`src/rtl/uart_pkg.sv`:
```
// +----------------------------------------------------------------------------+
// | uart_pkg : shared types, default constants and helpers for the UART TX path |
// | Revision : 1.0                                                              |
// +----------------------------------------------------------------------------+
`default_nettype none

package uart_pkg;

  localparam int UART_OVERSAMPLE = 16;
  localparam int UART_DATA_BITS  = 8;

  typedef enum logic [2:0] {
    ST_IDLE   = 3'd0,
    ST_START  = 3'd1,
    ST_DATA   = 3'd2,
    ST_PARITY = 3'd3,
    ST_STOP   = 3'd4
  } tx_state_t;

  // Ceiling log2; returns 0 for values of 0 or 1.
  function automatic int clog2(input int value);
    int r;
    r = 0;
    for (int v = value - 1; v > 0; v = v >>> 1) begin
      r = r + 1;
    end
    return r;
  endfunction

endpackage : uart_pkg

`default_nettype wire

```
`src/rtl/uart_tx_sched_rr_arb2.sv`:
```
// +----------------------------------------------------------------------------+
// | rr_arb2 : combinational two-way round-robin grant                            |
// | Revision : 1.0                                                              |
// +----------------------------------------------------------------------------+
`default_nettype none

module rr_arb2 (
  input  logic [1:0] i_req,
  input  logic       i_prio,
  output logic [1:0] o_grant,
  output logic       o_grant_idx
);

  // i_prio names the requester that wins when both are asserting.
  always_comb begin
    o_grant = 2'b00;
    case (i_req)
      2'b01:   o_grant = 2'b01;
      2'b10:   o_grant = 2'b10;
      2'b11:   o_grant = i_prio ? 2'b10 : 2'b01;
      default: o_grant = 2'b00;
    endcase
  end

  assign o_grant_idx = o_grant[1];

endmodule : rr_arb2

`default_nettype wire

```
`src/rtl/uart_tx_sched.sv`:
```
// +----------------------------------------------------------------------------+
// | uart_tx_sched : two-requester round-robin UART transmit scheduler/framer    |
// | Optional even parity bit when UART_TX_PARITY_EN is defined.                 |
// | Revision : 1.0                                                              |
// +----------------------------------------------------------------------------+
`default_nettype none

module uart_tx_sched
  import uart_pkg::*;
#(
  parameter int DATA_BITS  = UART_DATA_BITS,
  parameter int OVERSAMPLE = UART_OVERSAMPLE,
  parameter int STOP_BITS  = 1
) (
  input  logic                   clk,
  input  logic                   rst_n,
  input  logic                   tick,
  input  logic [1:0]             req_valid,
  input  logic [2*DATA_BITS-1:0] req_data,
  output logic [1:0]             req_ready,
  output logic                   tx,
  output logic                   busy,
  output logic                   grant_id
);

  localparam int OS_W = (clog2(OVERSAMPLE) < 1) ? 1 : clog2(OVERSAMPLE);
  localparam int BC_W = clog2(DATA_BITS + 1);

  localparam logic [OS_W-1:0] OS_LAST        = OS_W'(OVERSAMPLE - 1);
  localparam logic [BC_W-1:0] BC_DATA_LAST   = BC_W'(DATA_BITS - 1);
  localparam logic [BC_W-1:0] BC_STOP_LAST   = BC_W'(STOP_BITS - 1);

  tx_state_t              r_state;
  logic [OS_W-1:0]        r_os_cnt;
  logic [BC_W-1:0]        r_bit_cnt;
  logic [DATA_BITS-1:0]   r_shift;
  logic                   r_tx;
  logic                   r_grant_id;
  logic                   r_prio;
`ifdef UART_TX_PARITY_EN
  logic                   r_parity;
`endif

  logic [1:0]             w_grant;
  logic                   w_grant_idx;
  logic                   w_bit_end;
  logic [DATA_BITS-1:0]   w_sel_data;
  logic [DATA_BITS-1:0]   w_shift_next;

  rr_arb2 u_arb (
    .i_req       (req_valid),
    .i_prio      (r_prio),
    .o_grant     (w_grant),
    .o_grant_idx (w_grant_idx)
  );

  assign w_bit_end    = tick && (r_os_cnt == OS_LAST);
  assign w_sel_data   = w_grant_idx ? req_data[DATA_BITS +: DATA_BITS]
                                    : req_data[0 +: DATA_BITS];
  assign w_shift_next = r_shift >> 1;

  // Acceptance is decided in the same cycle the grant is offered.
  assign req_ready = (rst_n && (r_state == ST_IDLE)) ? w_grant : 2'b00;

  always_ff @(posedge clk or negedge rst_n) begin
    if (!rst_n) begin
      r_state    <= ST_IDLE;
      r_os_cnt   <= '0;
      r_bit_cnt  <= '0;
      r_shift    <= '0;
      r_tx       <= 1'b1;
      r_grant_id <= 1'b0;
      r_prio     <= 1'b0;
`ifdef UART_TX_PARITY_EN
      r_parity   <= 1'b0;
`endif
    end else begin
      if ((r_state != ST_IDLE) && tick) begin
        r_os_cnt <= w_bit_end ? '0 : r_os_cnt + OS_W'(1);
      end

      case (r_state)
        ST_IDLE: begin
          r_tx <= 1'b1;
          if (|req_valid) begin
            r_state    <= ST_START;
            r_shift    <= w_sel_data;
            r_grant_id <= w_grant_idx;
            r_prio     <= ~w_grant_idx;
            r_os_cnt   <= '0;
            r_bit_cnt  <= '0;
            r_tx       <= 1'b0;
`ifdef UART_TX_PARITY_EN
            r_parity   <= ^w_sel_data;
`endif
          end
        end

        ST_START: begin
          if (w_bit_end) begin
            r_state <= ST_DATA;
            r_tx    <= r_shift[0];
          end
        end

        ST_DATA: begin
          if (w_bit_end) begin
            r_shift <= w_shift_next;
            if (r_bit_cnt == BC_DATA_LAST) begin
              r_bit_cnt <= '0;
`ifdef UART_TX_PARITY_EN
              r_state   <= ST_PARITY;
              r_tx      <= r_parity;
`else
              r_state   <= ST_STOP;
              r_tx      <= 1'b1;
`endif
            end else begin
              r_bit_cnt <= r_bit_cnt + BC_W'(1);
              r_tx      <= w_shift_next[0];
            end
          end
        end

`ifdef UART_TX_PARITY_EN
        ST_PARITY: begin
          if (w_bit_end) begin
            r_state <= ST_STOP;
            r_tx    <= 1'b1;
          end
        end
`endif

        ST_STOP: begin
          r_tx <= 1'b1;
          if (w_bit_end) begin
            if (r_bit_cnt == BC_STOP_LAST) begin
              r_state   <= ST_IDLE;
              r_bit_cnt <= '0;
            end else begin
              r_bit_cnt <= r_bit_cnt + BC_W'(1);
            end
          end
        end

        default: begin
          r_state <= ST_IDLE;
          r_tx    <= 1'b1;
        end
      endcase
    end
  end

  assign tx       = r_tx;
  assign busy     = (r_state != ST_IDLE);
  assign grant_id = r_grant_id;

endmodule : uart_tx_sched

`default_nettype wire
```
`config.mk`:
```
export PLATFORM = sky130hd
export DESIGN_NAME = uart_tx_sched
export DESIGN_NICKNAME = d
export VERILOG_FILES = /design/src/rtl/uart_pkg.sv /design/src/rtl/uart_tx_sched_rr_arb2.sv /design/src/rtl/uart_tx_sched.sv
export SDC_FILE = /design/constraint.sdc
export NUM_CORES = 1
export LEC_CHECK = 0
export ABC_AREA = 0
export BUFFER_PORTS_ARGS = -buffer_cell sky130_fd_sc_hd__clkbuf_2
export CAP_MARGIN = 5
export CORE_MARGIN = 2
export CORE_UTILIZATION = 58
export CTS_CLUSTER_SIZE = 40
export DETAILED_ROUTE_END_ITERATION = 10
export GPL_TIMING_DRIVEN = 0
export MAX_ROUTING_LAYER = met4
export PLACE_DENSITY = 0.84
export SLEW_MARGIN = 15
export SYNTH_ARGS = -nofsm -noshare
export SYNTH_HDL_FRONTEND = slang
export SYNTH_HIERARCHICAL = 1
export SYNTH_SLANG_ARGS = --single-unit
export TNS_END_PERCENT = 20
```
`constraint.sdc`:
```
create_clock -name clk -period 2.9 [get_ports clk]
set_input_delay 0.145 -clock clk [delete_from_list [all_inputs] [get_ports clk]]
set_output_delay 0.145 -clock clk [all_outputs]
set_load 0.05 [all_outputs]
```
==> impl_metrics.py, run 1 <==
metrics = {
    "run": {
        "max_cap_violations": 0,
    },
    "global_routing": {
        "grt_usage_pct": 22.4,
        "grt_use_met2_pct": 40.2,
        "grt_max_degree": 25,
        "overflow": 0,
        "grt_most_used_layer": "met2",
        "antenna_found_initial": 0,
        "grt_use_met3_pct": 6.00,
        "use_met1_pct": 24.2,
        "grt_pass1_vias": 1061,
        "grt_pass1_wl_mm": 4.47,
    },
    "clocking": {
        "cts_max_path_buffers": 2,
        "clock_latency_ns": 0.31,
        "path_clk_slew_ns": 0.12,
        "cts_buffers": 3,
        "cts_tree": "yes",
        "ctsResizeCount": 0,
        "cts.htree.levels": 1,
        "clkSinkCount": 22,
        "root_buffer": "clkbuf_4",
    },
    "yosys": {
        "syn-mean-instance-area_um2": 9.44,
        "synthArstFlopShare_pct": 100,
        "synth.distinct_cells": 44,
        "yosysTopAreaCell": "dfrtp_1",
        "netlist_area_um2": 1380,
        "ys.flop_type": "dfrtp_1",
        "synth.area.top_cells": "dfrtp_1, o21ai_1, mux2i_1",
        "ys_seq_area_share_pct": 40.1,
        "synthCells": 146,
        "synth_warnings": 6,
        "synthesis.nets": 170,
        "synth_top_area_share_pct": 38.1,
        "synth_edf_count": 0,
        "synth_seq_cells": 22,
    },
    "detailed_routing": {
        "dr.pass1.iters": 4,
        "drtIter0Drc": 18,
        "drt_wl_total_mm": 2.55,
        "wire_per_inst_um": 12.5,
        "final_antenna_net_count": 0,
        "vias": 1159,
        "viasPerCell": 5.68,
        "drc": 0,
    },
    "worst_hold_path": {
        "worstHoldPathCells": 3,
        "hold_path.class": "in2reg",
    },
    "layout": {
        "nets": 201,
        "regArea_um2": 552,
        "fill_cells": 184,
        "area.growth.synth_to_final_pct": 16.2,
        "multi_input_area_um2": 746,
        "final_cells": 204,
        "diodes": 0,
        "drive_gt1_share_pct": 27.3,
    },
    "setup_path": {
        "startpoint_type": "flop",
        "reg2regPathDepth": 6,
        "cp.arrival_ns": 1.76,
        "crit_path_max_fanout": 10,
        "worstSetupEndpointType": "primary output",
        "path_class": "reg2out",
        "cp.required_ns": 2.76,
    },
    "floorplanning": {
        "floorplan.initialDensity_pct": 61.7,
        "die_h_um": 52.7,
        "die_w_um": 52.7,
        "ios": 26,
        "die_area_um2": 2780,
        "core-area_um2": 2230,
        "rows": 17,
    },
    "sta": {
        "finalCritPeriodShare_pct": 65.7,
        "relSlewSlack_pct": 62.1,
        "rsz0062_at_grt": "no",
        "slew_violations": 0,
        "worst_slew_pin_slew_ns": 0.568,
        "fin_skew_ns": 0.00254,
        "tns_ns": 0,
        "setup_violations": 0,
        "period_needed_ns": 1.90,
        "max_freq_mhz": 525,
        "hold_viol_final": 0,
    },
    "placed_design": {
        "dp_hpwl_mm": 1.95,
        "dp_cells": 199,
        "portBuffers": 25,
        "place_congestion": 0.834,
    },
    "outcome": {
        "outcome": "finished, final reports clean",
    },
    "power_and_ir_drop": {
        "ir_drop_mv": 0.546,
        "power.density_nw_per_um2": 490,
        "power_leakage_nw": 0.739,
        "power_uw": 784,
    },
}
## cell families after synthesis
group           Yosys count  share of synthesized area [%]
compound gates           46                           22.8
fa+ha+maj                 3                           2.73
simple gates             50                           20.5
flops                    22                           40.1
xor+xnor                  1                          0.636
buf+inv                  14                           5.81
mux                      10                           7.45
## layout by cell type, fill, tap and decap left out, types with 5 or more instances in the layout
cell,count
clkbuf_2,25
dfrtp_1,21
nand2_1,18
o21ai_1,18
nor2_1,12
a21oi_1,9
mux2i_1,8
inv_1,5
nand3_1,5
## metrics by stage
stage                     hold WS, ns  utilization [%]  worst slack, ns  instance area [um^2]
after global placement          0.167             68.9             1.22                  1540
after floorplan                -0.151                -             1.30                  1380
after detailed placement        0.167             68.9             1.19                  1540
final                           0.127             71.7            0.995                  1600
after CTS                       0.131             71.7            0.981                  1600
after global routing            0.109             71.7            0.901                  1600
## flip-flops by register name, indices dropped and copies added, names as in the netlist
register,count
r_shift,8
r_bit_cnt,4
r_os_cnt,4
r_state,3
grant_id,1
r_prio,1
tx,1
## synthesized netlist by cell type, types with 2 or more instances
cell type / instances
mux2i_1: 8
ha_1: 3
nor2b_1: 2
dfrtp_1: 21
and3_1: 3
buf_6: 2
inv_1: 5
buf_4: 2
nor3b_4: 2
o31ai_1: 3
o21bai_1: 2
nor2_1: 12
nand3_1: 5
nand2_1: 18
o21ai_0: 4
o21ai_1: 18
a21oi_1: 9
## where the power goes
part           switching [mW]  internal [mW]
Sequential             0.0369          0.345
Combinational          0.0910         0.0775
Clock                  0.0938          0.140
## path summary, 6_finish.rpt
| path | start | to | slack, ns |
|---|---|---|---|
| min in group asynchronous | rst_n | r_bit_cnt[2] | 0.34 |
| max in group asynchronous | rst_n | r_shift[2] | 2.18 |
| max | r_state[1] | req_ready[0] | 1.0 |
| min reg2reg | r_shift[2] | r_shift[2] | 0.50 |
| max reg2reg | r_os_cnt[0] | r_bit_cnt[3] | 1.12 |
| min | req_data[7] | r_shift[7] | 0.13 |
## timing repair
| action | in CTS | in global routing |
|---|---|---|
| hold buffers | 1 | 0 |
| hold endpoints to repair | 21 | 0 |
| setup buffers | 0 | 0 |
## layer usage
layer | part of all wire, % | vias up | routed length (um)
met5 | 0 | - | 0
met4 | 1.3 | 0 | 34
met3 | 4.2 | 4 | 106
met2 | 51 | 23 | 1310
met1 | 43 | 553 | 1100
li1 | - | 579 | -
## cell type report
| type | instances | area share (%) |
|---|---|---|
| multi-input cells | 110 | 46.6 |
| clock inverters | 1 | 1.88 |
| flip-flops and latches | 22 | 34.5 |
| repair buffers | 26 | 8.44 |
| clock buffers | 3 | 1.41 |
| well taps | 28 | 2.19 |
| plain buffers | 7 | 3.36 |
| inverters | 7 | 1.64 |
## critical path, cell delays in order, from the launching register on
cell and delay (ns):
dfrtp_1 0.40, clkbuf_4 0.20, nor3_4 0.36, and3_1 0.21
clkbuf_2 0.27
No activity file was read; power rests on OpenSTA's default activity.
==> run 2, diff against run 1 <==
--- a/config.mk
+++ b/config.mk
@@ -9,12 +9,12 @@
 export BUFFER_PORTS_ARGS = -buffer_cell sky130_fd_sc_hd__clkbuf_2
 export CAP_MARGIN = 5
 export CORE_MARGIN = 2
-export CORE_UTILIZATION = 58
+export CORE_UTILIZATION = 54
 export CTS_CLUSTER_SIZE = 40
 export DETAILED_ROUTE_END_ITERATION = 10
 export GPL_TIMING_DRIVEN = 0
 export MAX_ROUTING_LAYER = met4
-export PLACE_DENSITY = 0.84
+export PLACE_DENSITY = 0.79
 export SLEW_MARGIN = 15
 export SYNTH_ARGS = -nofsm -noshare
 export SYNTH_HDL_FRONTEND = slang
==> constraint.sdc (replaced) <==
create_clock -name clk -period 1.9 [get_ports clk]
set_input_delay 0.095 -clock clk [delete_from_list [all_inputs] [get_ports clk]]
set_output_delay 0.095 -clock clk [all_outputs]
set_load 0.05 [all_outputs]
==> run 2 against run 1 <==
Clock-buffer cell count up 1; total power up 42%; largest power group unchanged; wire length is 6.4% higher; global-route usage is 0.69 points lower; final cell count is 2.0% higher; sequential share of layout area fell by 0.21 points; register-to-register slack got worse by 0.96 ns; first-iteration DRC count fell by 39%; critical endpoint is now req_ready[1]; worst setup slack got worse by 0.84 ns.
==> impl_metrics.py, run 2 (same netlist as run 1, synthesis figures left out) <==
metrics = {
    "outcome": {
        "outcome": "finished, final reports clean",
    },
    "floorplanning": {
        "ios": 26,
        "core-area_um2": 2450,
        "rows": 18,
        "die_w_um": 54.5,
        "die_h_um": 54.5,
        "floorplan.initialDensity_pct": 56.1,
        "die_area_um2": 2970,
    },
    "detailed_routing": {
        "viasPerCell": 5.53,
        "drtIter0Drc": 11,
        "drc": 0,
        "drt_wl_total_mm": 2.71,
        "dr.pass1.iters": 4,
        "final_antenna_net_count": 0,
        "vias": 1150,
        "wire_per_inst_um": 13.0,
    },
    "sta": {
        "slew_violations": 0,
        "finalWorstSetupSlack_ns": 0.153,
        "relSlewSlack_pct": 61.3,
        "finalCritPeriodShare_pct": 92.0,
        "setup_violations": 0,
        "tns_ns": 0,
        "whs_ns": 0.0678,
        "hold_viol_final": 0,
        "period_needed_ns": 1.75,
        "max_freq_mhz": 572,
        "worst_slew_pin_slew_ns": 0.580,
        "rsz0062_at_grt": "no",
        "fin_skew_ns": 0.0126,
    },
    "layout": {
        "nets": 203,
        "layout_commonest_cell": "clkbuf_2",
        "area.growth.synth_to_final_pct": 16.9,
        "reg_top3": "r_shift: 8 flops, r_bit_cnt: 4 flops, r_os_cnt: 4 flops",
        "final_cell_mix": "clkbuf_2, dfrtp_1, nand2_1, o21ai_1, nor2_1",
        "diodes": 0,
        "drive_gt1_share_pct": 28.1,
        "largest_reg_flops": 8,
        "largest_register": "r_shift",
    },
    "global_routing": {
        "grt_use_met2_pct": 37.8,
        "use_met1_pct": 24.9,
        "grt_usage_pct": 21.7,
        "grt_max_degree": 25,
        "grt_pass1_wl_mm": 4.53,
        "antenna_found_initial": 0,
        "grt_pass1_vias": 1100,
        "overflow": 0,
        "grt_use_met3_pct": 3.83,
        "grt_most_used_layer": "met2",
    },
    "clocking": {
        "cts.htree.levels": 1,
        "root_buffer": "clkbuf_4",
        "cts_tree": "yes",
        "cts_max_path_buffers": 2,
        "path_clk_slew_ns": 0.12,
        "clock_latency_ns": 0.31,
        "cts_buffers": 3,
        "clkSinkCount": 22,
    },
    "setup_path": {
        "cp.buffers_inverters": 2,
        "crit_chain": "clkbuf_4 -> nor3_4 -> and3_1 -> clkbuf_2",
        "r2r-end": "r_bit_cnt[3]",
        "reg2reg_slack_ns": 0.16,
        "max_stage_delay_ns": 0.39,
        "slowest_stage": "dfrtp_1",
        "path_class": "reg2out",
        "crit_path_max_fanout": 10,
        "rr_startpoint": "r_os_cnt[0]",
        "worstSetupEndpointType": "primary output",
        "reg2regPathDepth": 6,
        "startpoint_type": "flop",
        "cp.required_ns": 1.80,
        "cp.arrival_ns": 1.65,
        "worstSetupPathDepth": 4,
        "crit_family": "simple AND/OR/NAND/NOR gates",
    },
    "placed_design": {
        "dp_hpwl_mm": 2.12,
        "portBuffers": 25,
        "place_ws_ns": 0.150,
        "place_congestion": 0.750,
    },
    "worst_hold_path": {
        "worstHoldPathCells": 3,
        "hold_start": "req_data[7]",
        "min_to": "r_shift[7]",
        "hold_path.class": "in2reg",
    },
    "run": {
        "max_cap_violations": 0,
    },
    "power_and_ir_drop": {
        "power_mw": 1.11,
        "ir_drop_mv": 0.429,
        "power.density_nw_per_um2": 690,
        "power_leakage_nw": 0.741,
    },
}
## run 2: changes by cell type in the layout (fill, tap and decap cells not counted), sizes merged
cell	previous run	this run
clkbuf	30	31
bufinv	1	0
buf	5	7
## run 2: worst min-delay path, delay by kind of cell
| family | cells | cell delay, ns |
|---|---|---|
| AOI/OAI and AO/OA | 1 | 0.12 |
| buffers and inverters | 1 | 0.08 |
| muxes | 1 | 0.05 |
## run 2: layout make-up
type	count	area, um^2
well taps	30	37.5
clock buffers	4	36.3
flip-flops and latches	22	552
fillers	217	845
plain buffers	7	53.8
multi-input cells	110	754
inverters	7	26.3
repair buffers	28	150
## run 2: worst max path at each step
stage	startpoint	endpoint	slack, ns
final	r_state[1]	req_ready[1]	0.15
after floorplan	r_bit_cnt[0]	r_state[1]	0.30
after detailed placement	r_os_cnt[0]	r_bit_cnt[3]	0.15
after global routing	r_state[2]	r_shift[6]	0.02
after CTS	r_state[1]	req_ready[1]	0.04
after global placement	r_state[1]	r_shift[7]	0.21
## run 2: layer usage
| metal | up-vias | wire length [um] | part of all wire (%) |
|---|---|---|---|
| met4 | 0 | 41 | 1.5 |
| li1 | 585 | - | - |
| met2 | 27 | 1380 | 51 |
| met1 | 531 | 1200 | 44 |
| met5 | - | 0 | 0 |
| met3 | 7 | 92 | 3.4 |
## run 2: stage by stage
stage,util [%],instances,area (um^2)
global placement,62.7,201,1540
detailed placement,62.7,201,1540
global route,65.6,208,1610
finish,65.6,208,1610
floorplan,-,146,1380
CTS,64.6,206,1590
## run 2: where the power goes
part	switching (mW)	internal [mW]
Combinational	0.145	0.122
Clock	0.137	0.117
Sequential	0.0631	0.527
## run 2: what timing repair did
| item | 4_1_cts | 5_1_grt |
|---|---|---|
| endpoints found under the hold margin | 21 | 0 |
| hold buffers | 1 | 0 |
| setup endpoints to repair | 0 | 3 |
| setup buffers | 0 | 2 |
| resized for setup | 0 | 1 |
